--- src/rtl/wts_i2s_pkg.sv ---
// Shared constants and sample-to-I2S word conversion for the wave table I2S transmitter.
// Sample-to-word conversion lives here so every build uses the same conversion.
package wts_i2s_pkg;

  localparam int WTS_I2S_SLOTS     = 32;
  localparam int WTS_I2S_WORD_BITS = 16;
  localparam int WTS_SAMPLE_BITS   = 12;

  typedef logic [$clog2(WTS_I2S_SLOTS)-1:0] wts_slot_t;

  // Offset-binary input has its MSB inverted to become two's complement; the
  // 12-bit value is then left-aligned in the 16-bit word so the sign is kept.
  function automatic logic [WTS_I2S_WORD_BITS-1:0] wts_to_i2s_word(
    input logic [WTS_SAMPLE_BITS-1:0] sample,
    input logic                       offset
  );
    logic [WTS_SAMPLE_BITS-1:0] s12;
    s12 = offset ? (sample ^ 12'h800) : sample;
    return {s12, {(WTS_I2S_WORD_BITS-WTS_SAMPLE_BITS){1'b0}}};
  endfunction

endpackage

--- src/rtl/wts_i2s_bclk_gen.sv ---
// BCLK generator: integer divider of clk plus the BCLK register.
// bclk_fall is high during the clk cycle whose closing edge drives BCLK 1->0.
module wts_i2s_bclk_gen #(
  parameter int BCLK_DIV = 4
) (
  input  logic clk,
  input  logic reset,
  input  logic enable,
  output logic i2s_bclk,
  output logic bclk_fall
);

  localparam int DIV_W = (BCLK_DIV > 1) ? $clog2(BCLK_DIV) : 1;
  localparam logic [DIV_W-1:0] DIV_LAST = DIV_W'(BCLK_DIV - 1);

  logic [DIV_W-1:0] div;
  logic             div_wrap;

  assign div_wrap  = (div == DIV_LAST);
  // Gated by enable so a disable on a toggle edge never advances the serializer.
  assign bclk_fall = enable && div_wrap && i2s_bclk;

  always_ff @(posedge clk or posedge reset) begin
    if (reset) begin
      div      <= '0;
      i2s_bclk <= 1'b0;
    end else if (!enable) begin
      div      <= '0;
      i2s_bclk <= 1'b0;
    end else if (div_wrap) begin
      div      <= '0;
      i2s_bclk <= ~i2s_bclk;
    end else begin
      div      <= div + DIV_W'(1);
    end
  end

endmodule

--- src/rtl/wts_i2s_tx.sv ---
// Stereo Philips I2S master: captures 12-bit mixer samples once per frame and
// shifts them out MSB first as 16-bit words, one BCLK after each LRCK edge.
module wts_i2s_tx
  import wts_i2s_pkg::*;
#(
  parameter int BCLK_DIV     = 4,
  parameter int INPUT_OFFSET = 1
) (
  input  logic                       clk,
  input  logic                       reset,
  input  logic                       enable,
  input  logic [WTS_SAMPLE_BITS-1:0] left_in,
  input  logic [WTS_SAMPLE_BITS-1:0] right_in,
  output logic                       sample_strobe,
  output logic                       i2s_bclk,
  output logic                       i2s_lrck,
  output logic                       i2s_sdata
);

  localparam int        SR_BITS   = 2 * WTS_I2S_WORD_BITS;
  localparam logic      OFFSET_EN = (INPUT_OFFSET != 0);
  localparam wts_slot_t HALF_SLOT = wts_slot_t'(WTS_I2S_SLOTS / 2);

  logic               bclk_fall;
  wts_slot_t          slot;
  wts_slot_t          slot_next;
  logic [SR_BITS-1:0] sr;

  wts_i2s_bclk_gen #(
    .BCLK_DIV (BCLK_DIV)
  ) u_bclk_gen (
    .clk       (clk),
    .reset     (reset),
    .enable    (enable),
    .i2s_bclk  (i2s_bclk),
    .bclk_fall (bclk_fall)
  );

  // Slot counter wraps 31 -> 0 through natural 5-bit overflow.
  assign slot_next = slot + wts_slot_t'(1);
  assign i2s_sdata = sr[SR_BITS-1];

  always_ff @(posedge clk or posedge reset) begin
    if (reset) begin
      slot          <= '0;
      sr            <= '0;
      i2s_lrck      <= 1'b0;
      sample_strobe <= 1'b0;
    end else if (!enable) begin
      slot          <= '0;
      sr            <= '0;
      i2s_lrck      <= 1'b0;
      sample_strobe <= 1'b0;
    end else begin
      sample_strobe <= 1'b0;
      if (bclk_fall) begin
        slot     <= slot_next;
        i2s_lrck <= (slot_next >= HALF_SLOT);
        // Loading at slot 1 leaves slot 0 for the previous right LSB.
        if (slot_next == wts_slot_t'(1)) begin
          sr            <= {wts_to_i2s_word(left_in, OFFSET_EN),
                            wts_to_i2s_word(right_in, OFFSET_EN)};
          sample_strobe <= 1'b1;
        end else begin
          sr            <= {sr[SR_BITS-2:0], 1'b0};
        end
      end
    end
  end

endmodule

--- config.mk ---
export PLATFORM = sky130hd
export DESIGN_NAME = wts_i2s_tx
export DESIGN_NICKNAME = d
export VERILOG_FILES = /design/src/rtl/wts_i2s_pkg.sv /design/src/rtl/wts_i2s_bclk_gen.sv /design/src/rtl/wts_i2s_tx.sv
export SDC_FILE = /design/constraint.sdc
export NUM_CORES = 1
export LEC_CHECK = 0
export ABC_AREA = 1
export BUFFER_PORTS_ARGS = -buffer_cell sky130_fd_sc_hd__buf_2
export CAP_MARGIN = 20
export CORE_MARGIN = 3
export CORE_UTILIZATION = 40
export CTS_CLUSTER_DIAMETER = 100
export DETAILED_ROUTE_END_ITERATION = 12
export PLACE_DENSITY = 0.57
export SETUP_SLACK_MARGIN = 0.3
export SYNTH_ARGS = -nofsm -noshare
export SYNTH_HDL_FRONTEND = slang
export SYNTH_SLANG_ARGS = --single-unit
--- constraint.sdc ---
create_clock -name clk -period 1.7 [get_ports clk]
set_clock_uncertainty 0.05 [all_clocks]
set_input_delay 0.34 -clock clk [delete_from_list [all_inputs] [get_ports clk]]
set_output_delay 0.34 -clock clk [all_outputs]
set_load 0.005 [all_outputs]
==> results of run 1 <==
cell families (layout without fill, tap and decap cells):
group           Yosys count  count (layout)  share of synthesized area, %
simple gates            154             154                          34.8
buf+inv                  67             111                          15.8
flops                    37              37                          45.6
compound gates            7               7                          1.85
fa+ha+maj                 3               3                          1.85
what timing repair did:
item | 4_1_cts | 5_1_grt
pin swaps | 0 | 2
endpoints found under the setup margin | 28 | 32
resized for setup | 4 | 18
setup buffers | 4 | 0
gates cloned | 0 | 4
area by class of cell:
class | count | area [sq um] | area share [%]
Sequential cell | 37 | 930 | 36.2
Tap cell | 67 | 83.8 | 3.27
Inverter | 56 | 210 | 8.19
Timing Repair Buffer | 47 | 397 | 15.5
Clock inverter | 1 | 5.00 | 0.195
Multi-Input combinational cell | 164 | 845 | 32.9
Clock buffer | 7 | 96.3 | 3.75
metrics by stage:
stage | setup WS, ns | std cells
CTS | 0.190 | 375
global placement | 0.176 | 363
detailed placement | 0.124 | 363
floorplan | 0.249 | 268
finish | 0.150 | 379
global route | 0.0567 | 379
critical path: cells and delay by family (launching register included):
kind                       cells  cell delay (ns)
and+or+nand+nor                5             0.47
buffers and inverters          2             0.32
adders and majority gates      1             0.15
DFF                            1             0.44
synth_stat cells (all sizes together):
cell type / n
nand4: 4
o22ai: 2
inv: 56
o21ai: 5
nand2: 90
ha: 3
nand3: 54
buf: 11
nor2: 6
dfrtp: 37
registers in the layout, indices dropped and copies added, names as in the netlist:
signal               flops
sr                      28
u_bclk_gen.i2s_bclk      1
u_bclk_gen.div           2
i2s_lrck                 1
sample_strobe            1
slot                     4
metal layers:
metal  vias up  GRT usage (%)  routed length, microns  share of wire, %
met1       794           20.5                    2220                49
met4         0           4.27                      42              0.94
met5         -              0                       0                 0
li1        905              -                       -                 -
met2        40           23.8                    2030                45
met3         5           3.05                     191               4.3
path summary, 6_finish.rpt:
path,cells past startpoint,end
setup / recovery,8,sr[14]$_DFFE_PP0P_
hold / removal,3,sr[30]$_DFFE_PP0P_
setup reg to reg,8,sr[14]$_DFFE_PP0P_
hold reg to reg,1,u_bclk_gen.div[0]$_DFF_PP0_
max in group asynchronous,3,slot[1]$_DFFE_PP0P_
min in group clk,3,sr[4]$_DFFE_PP0P_
report_power, final:
group | total [mW] | internal [mW] | switching (mW)
registers | 0.891 | 0.887 | 0.00398
logic | 0.128 | 0.0578 | 0.0707
clock network | 0.680 | 0.367 | 0.313
total | 1.70 | 1.31 | 0.388
==> impl_results.md, run 1 <==
* Synth Register Bits at 37
* Root buffer cell: clkbuf_8
* Die W at 77.2 microns
* CTS sink count at 37
* First-pass GRT wire length at 7280 microns
* H-tree Lvls at 2
* Gr usage total at 14.9%
* Utilization after layout at 53.3%
* Yosys top cell by area: dfrtp_1
* Final ANT Viol Nets at 0
* PortBufs at 30
* Crit Reg-Reg Startpoint: slot[1]$_DFFE_PP0P_
* Sequential share of the synthesized area at 45.6%
* Hold Slack at 0.102 ns
* Number of global-route vias before repair at 1,613
* Critical Path Most Common Cell: nand3_1
* Post-synth cell types at 18
* CTS tree: built
* GP Congestion at 0.808
* Most common cell after layout, fill and taps aside: nand2_1
* Syn Inst Count at 268
* Synth Area per Inst at 7.57 sq um
* Die Ht at 77.2 microns
* Relative slew slack at 68.5%
* P&R area growth vs syn at 26.4%
* Residual DRC at 0
* Initial antenna violation count at 0
* Final Cell Area at 2570 sq um
* Worst path max stage delay at 0.44 ns
* Fmax at 645 MHz
* Clk buf depth at 2
* Max cap viols at 0
* Total grt overflow at 0
* Worst Path Arrival at 1.67 ns
* Die ar. at 5960 sq um
* Nets at 341
* Fill count at 479
* Worst-Skew Late Latency at 0.28 ns
* Power Density at 662 nW/um^2
* Period Utilization, post-route at 91.2%
* Static leakage at 1.42 nW
* Number of DRC markers in iteration 0 at 81
* Crit. Startpoint: slot[1]$_DFFE_PP0P_
* Pins Over Slew Limit at 0
* Critical Path RT at 1.82 ns
* WL/cell at 11.8 microns
* RSZ-0062 raised after global routing: yes
* Hold Crit Class: in2async
* Worst Setup End Kind: register
* Area contributors post-synth: dfrtp_1 (46%), nand2_1 (16%), nand3_1 (13%)
* Placed instance area at 2270 sq um
* Slew of the pin with the lowest slew margin at 0.473 ns
* DR pass1 iterations at 4
* Slowest stage cell, crit path: dfrtp_2
* CP max FO at 11
* Setup TNS Final at 0 ns
* Antenna Cells at 0
* Post-Route WL at 4490 microns
* Final hold vios at 0
* Worst-path cell chain: inv_1 -> ha_4 -> nand3_2 -> nor2_4 -> clkbuf_16 -> nand3_1 -> nand3_1 -> nand2_1
* CP Class: reg2reg
* Overall power at 1.70 mW
* Post-CTS Hold Buffers at 0
* Tmin final at 1.55 ns
* Vias after detailed routing at 1,744
* Most frequent cells in the layout: nand2_1 (81), inv_1 (52), nand3_1 (49)
* Rows at 25
* DP Wirelength at 2700 microns
* Initial Utilization at 42.1%
* Final setup fails at 0
* Yosys warns at 0
* Status: completed
* Cell Area, Synth at 2030 sq um
* Maximum vdd drop at 0.565 mV
* DR vias/cell at 4.60
* Io pins at 31
* Core Area at 4820 sq um
* Pin count of the biggest net entering global routing at 38
* Startpoint Class: register
* Cts bufs inserted at 5
* Layout cells sized above 1 at 26.3%
* Flop-to-flop setup slack at 0.15 ns
* Synth top area share at 45.6%
* Post-synth net total at 298
* Reg clk slew, reported paths at 0.08 ns
Power figures use the tool's default switching activity.
==> inputs of run 2 (changes only) <==
- BUFFER_PORTS_ARGS: -buffer_cell sky130_fd_sc_hd__buf_2 -> unset
- DONT_BUFFER_PORTS: unset -> 1
- GPL_TIMING_DRIVEN: unset -> 0
- PLACE_DENSITY: 0.57 -> 0.51
==> impl_results.md, run 2 (same netlist as run 1, synthesis figures left out) <==
* Worst-path cell chain: ha_4 -> inv_2 -> nand2_4 -> nand2_4 -> nor2_4 -> nand3_4 -> buf_6 -> nand2_1 -> nand3_2 -> nand2_1
* Layout cells sized above 1 at 35.2% (+8.9 points)
* Die Ht at 77.2 microns (unchanged)
* Worst Setup End Kind: register
* Met1 global-route usage at 22.1% (+1.6 points)
* Reg clk slew, reported paths at 0.07 ns (about the same)
* Post-Route WL at 4670 microns (+4.2%)
* Met3 usage at 3.05% (unchanged)
* Fill count at 491 (+2.5%)
* Most common cell after layout, fill and taps aside: nand2_1
* Worst Path Arrival at 1.73 ns (+0.06 ns)
* Initial Utilization at 42.1% (unchanged)
* RSZ-0062 raised after global routing: yes
* Most frequent cells in the layout: nand2_1 (74), inv_1 (50), nand3_2 (36)
* Clk buf depth at 2 (unchanged)
* H-tree Lvls at 2 (unchanged)
* Max reg flops at 28 (unchanged)
* Non-Filler Instances at 357 (-5.8%)
* GP Congestion at 0.703 (-13%)
* Core Area at 4820 sq um (unchanged)
* Die ar. at 5960 sq um (unchanged)
* Slowest stage cell, crit path: dfrtp_2
* Period Utilization, post-route at 91.0% (-0.18 points)
* Hold Crit Class: in2async
* Final setup fails at 0 (unchanged)
* Overall power at 1.68 mW (-1.4%)
* Rows at 25 (unchanged)
* Root buffer cell: clkbuf_8
* Cts bufs inserted at 5 (unchanged)
* Gr usage total at 16.5% (+1.6 points)
* Delay-heaviest family, CP: simple AND/OR/NAND/NOR gates
* Nets at 319 (-6.5%)
* Placed instance area at 2120 sq um (-6.3%)
* Startpoint Class: register
* Number of DRC markers in iteration 0 at 91 (+12%)
* Residual DRC at 0 (unchanged)
* Slew of the pin with the lowest slew margin at 0.776 ns (+0.302 ns)
* Vias after detailed routing at 1,687 (-3.3%)
* Max cap viols at 0 (unchanged)
* Io pins at 31 (unchanged)
* Die W at 77.2 microns (unchanged)
* Number of global-route vias before repair at 1,591 (-1.4%)
* Final hold vios at 0 (unchanged)
* Worst path max stage delay at 0.42 ns (-0.02 ns)
* P&R area growth vs syn at 30.4%
* Initial antenna violation count at 0 (unchanged)
* Setup TNS Final at 0 ns (unchanged)
* CP max FO at 8 (-3)
* Static leakage at 1.39 nW (-2.7%)
* Crit path buffers/inverters at 2 (unchanged)
* Setup ws final at 0.153 ns (+0.00302 ns)
* Power Density at 634 nW/um^2 (-4.4%)
* Final Cell Area at 2650 sq um (+3.1%)
* M2 GR Usage at 26.3% (+2.4 points)
* Tmin final at 1.55 ns (-0.00302 ns)
* Pin count of the biggest net entering global routing at 38 (unchanged)
* Hold Slack at 0.0146 ns (-0.0873 ns)
* Worst slack at placement at -0.0552 ns (-0.180 ns)
* Final ANT Viol Nets at 0 (unchanged)
* Pins Over Slew Limit at 0 (unchanged)
* Post-CTS Hold Buffers at 0 (unchanged)
* DP Wirelength at 2910 microns (+7.8%)
* Worst-Skew Late Latency at 0.29 ns (about the same)
* CTS tree: built
* WL/cell at 13.1 microns (+11%)
* Top flop regs: sr x28, slot x4, u_bclk_gen.div x2
* Flop-to-flop setup slack at 0.15 ns (about the same)
* Status: completed
* Antenna Cells at 0 (unchanged)
* Total grt overflow at 0 (unchanged)
* DR pass1 iterations at 4 (unchanged)
* DR vias/cell at 4.73 (+2.7%)
* Fmax at 647 MHz (+0.20%)
* CP Class: reg2reg
* CTS sink count at 37 (unchanged)
* Utilization after layout at 54.9% (+1.7 points)
* Relative slew slack at 48.2% (-20 points)
* Critical Path RT at 1.88 ns (+0.06 ns)
* Cells after DPL at 335 (-7.7%)
* Maximum vdd drop at 0.302 mV (-47%)
* Reg with most FFs: sr
* First-pass GRT wire length at 7770 microns (+6.7%)
* GR peak layer: met2
* PortBufs at 0 (-100%)
run 2: final cells by class:
| cell class | count | area, sq um | share of cell area (%) |
|---|---|---|---|
| inverter | 56 | 213 | 8.04 |
| sequential | 37 | 930 | 35.1 |
| clock inverter | 1 | 5.00 | 0.189 |
| timing repair buffer | 14 | 144 | 5.44 |
| multi-input combinational | 164 | 1050 | 39.7 |
| tap | 67 | 83.8 | 3.17 |
| buffer | 11 | 125 | 4.73 |
| clock buffer | 7 | 96.3 | 3.64 |
run 2: final timing paths:
path / from / to / depth (start not counted)
max reg2reg: slot[0]$_DFFE_PP0P_ / sr[11]$_DFFE_PP0P_ / 10
min in group clk: enable / u_bclk_gen.div[0]$_DFF_PP0_ / 2
max in group asynchronous: reset / slot[1]$_DFFE_PP0P_ / 1
min: reset / sr[6]$_DFFE_PP0P_ / 1
max: slot[0]$_DFFE_PP0P_ / sr[11]$_DFFE_PP0P_ / 10
min reg2reg: u_bclk_gen.div[0]$_DFF_PP0_ / u_bclk_gen.div[0]$_DFF_PP0_ / 1
run 2: where the power goes:
| part | switching, mW | internal [mW] | leakage [nW] | total [mW] |
|---|---|---|---|---|
| clock network | 0.312 | 0.366 | 0.0542 | 0.679 |
| registers | 0.00469 | 0.888 | 0.509 | 0.892 |
| logic | 0.0676 | 0.0380 | 0.822 | 0.106 |
run 2: layer usage:
metal  part of all wire [%]  wire length [microns]
met5                      0                      0
met1                     47                   2220
met3                    3.0                    140
met2                     48                   2240
met4                    1.6                     74
run 2: what timing repair did:
item                                    4_1_cts  5_1_grt
endpoints found under the setup margin       30       30
resized for setup                            34       44
pin swaps                                    27       22
gates cloned                                  4        0
setup buffers                                 8        2
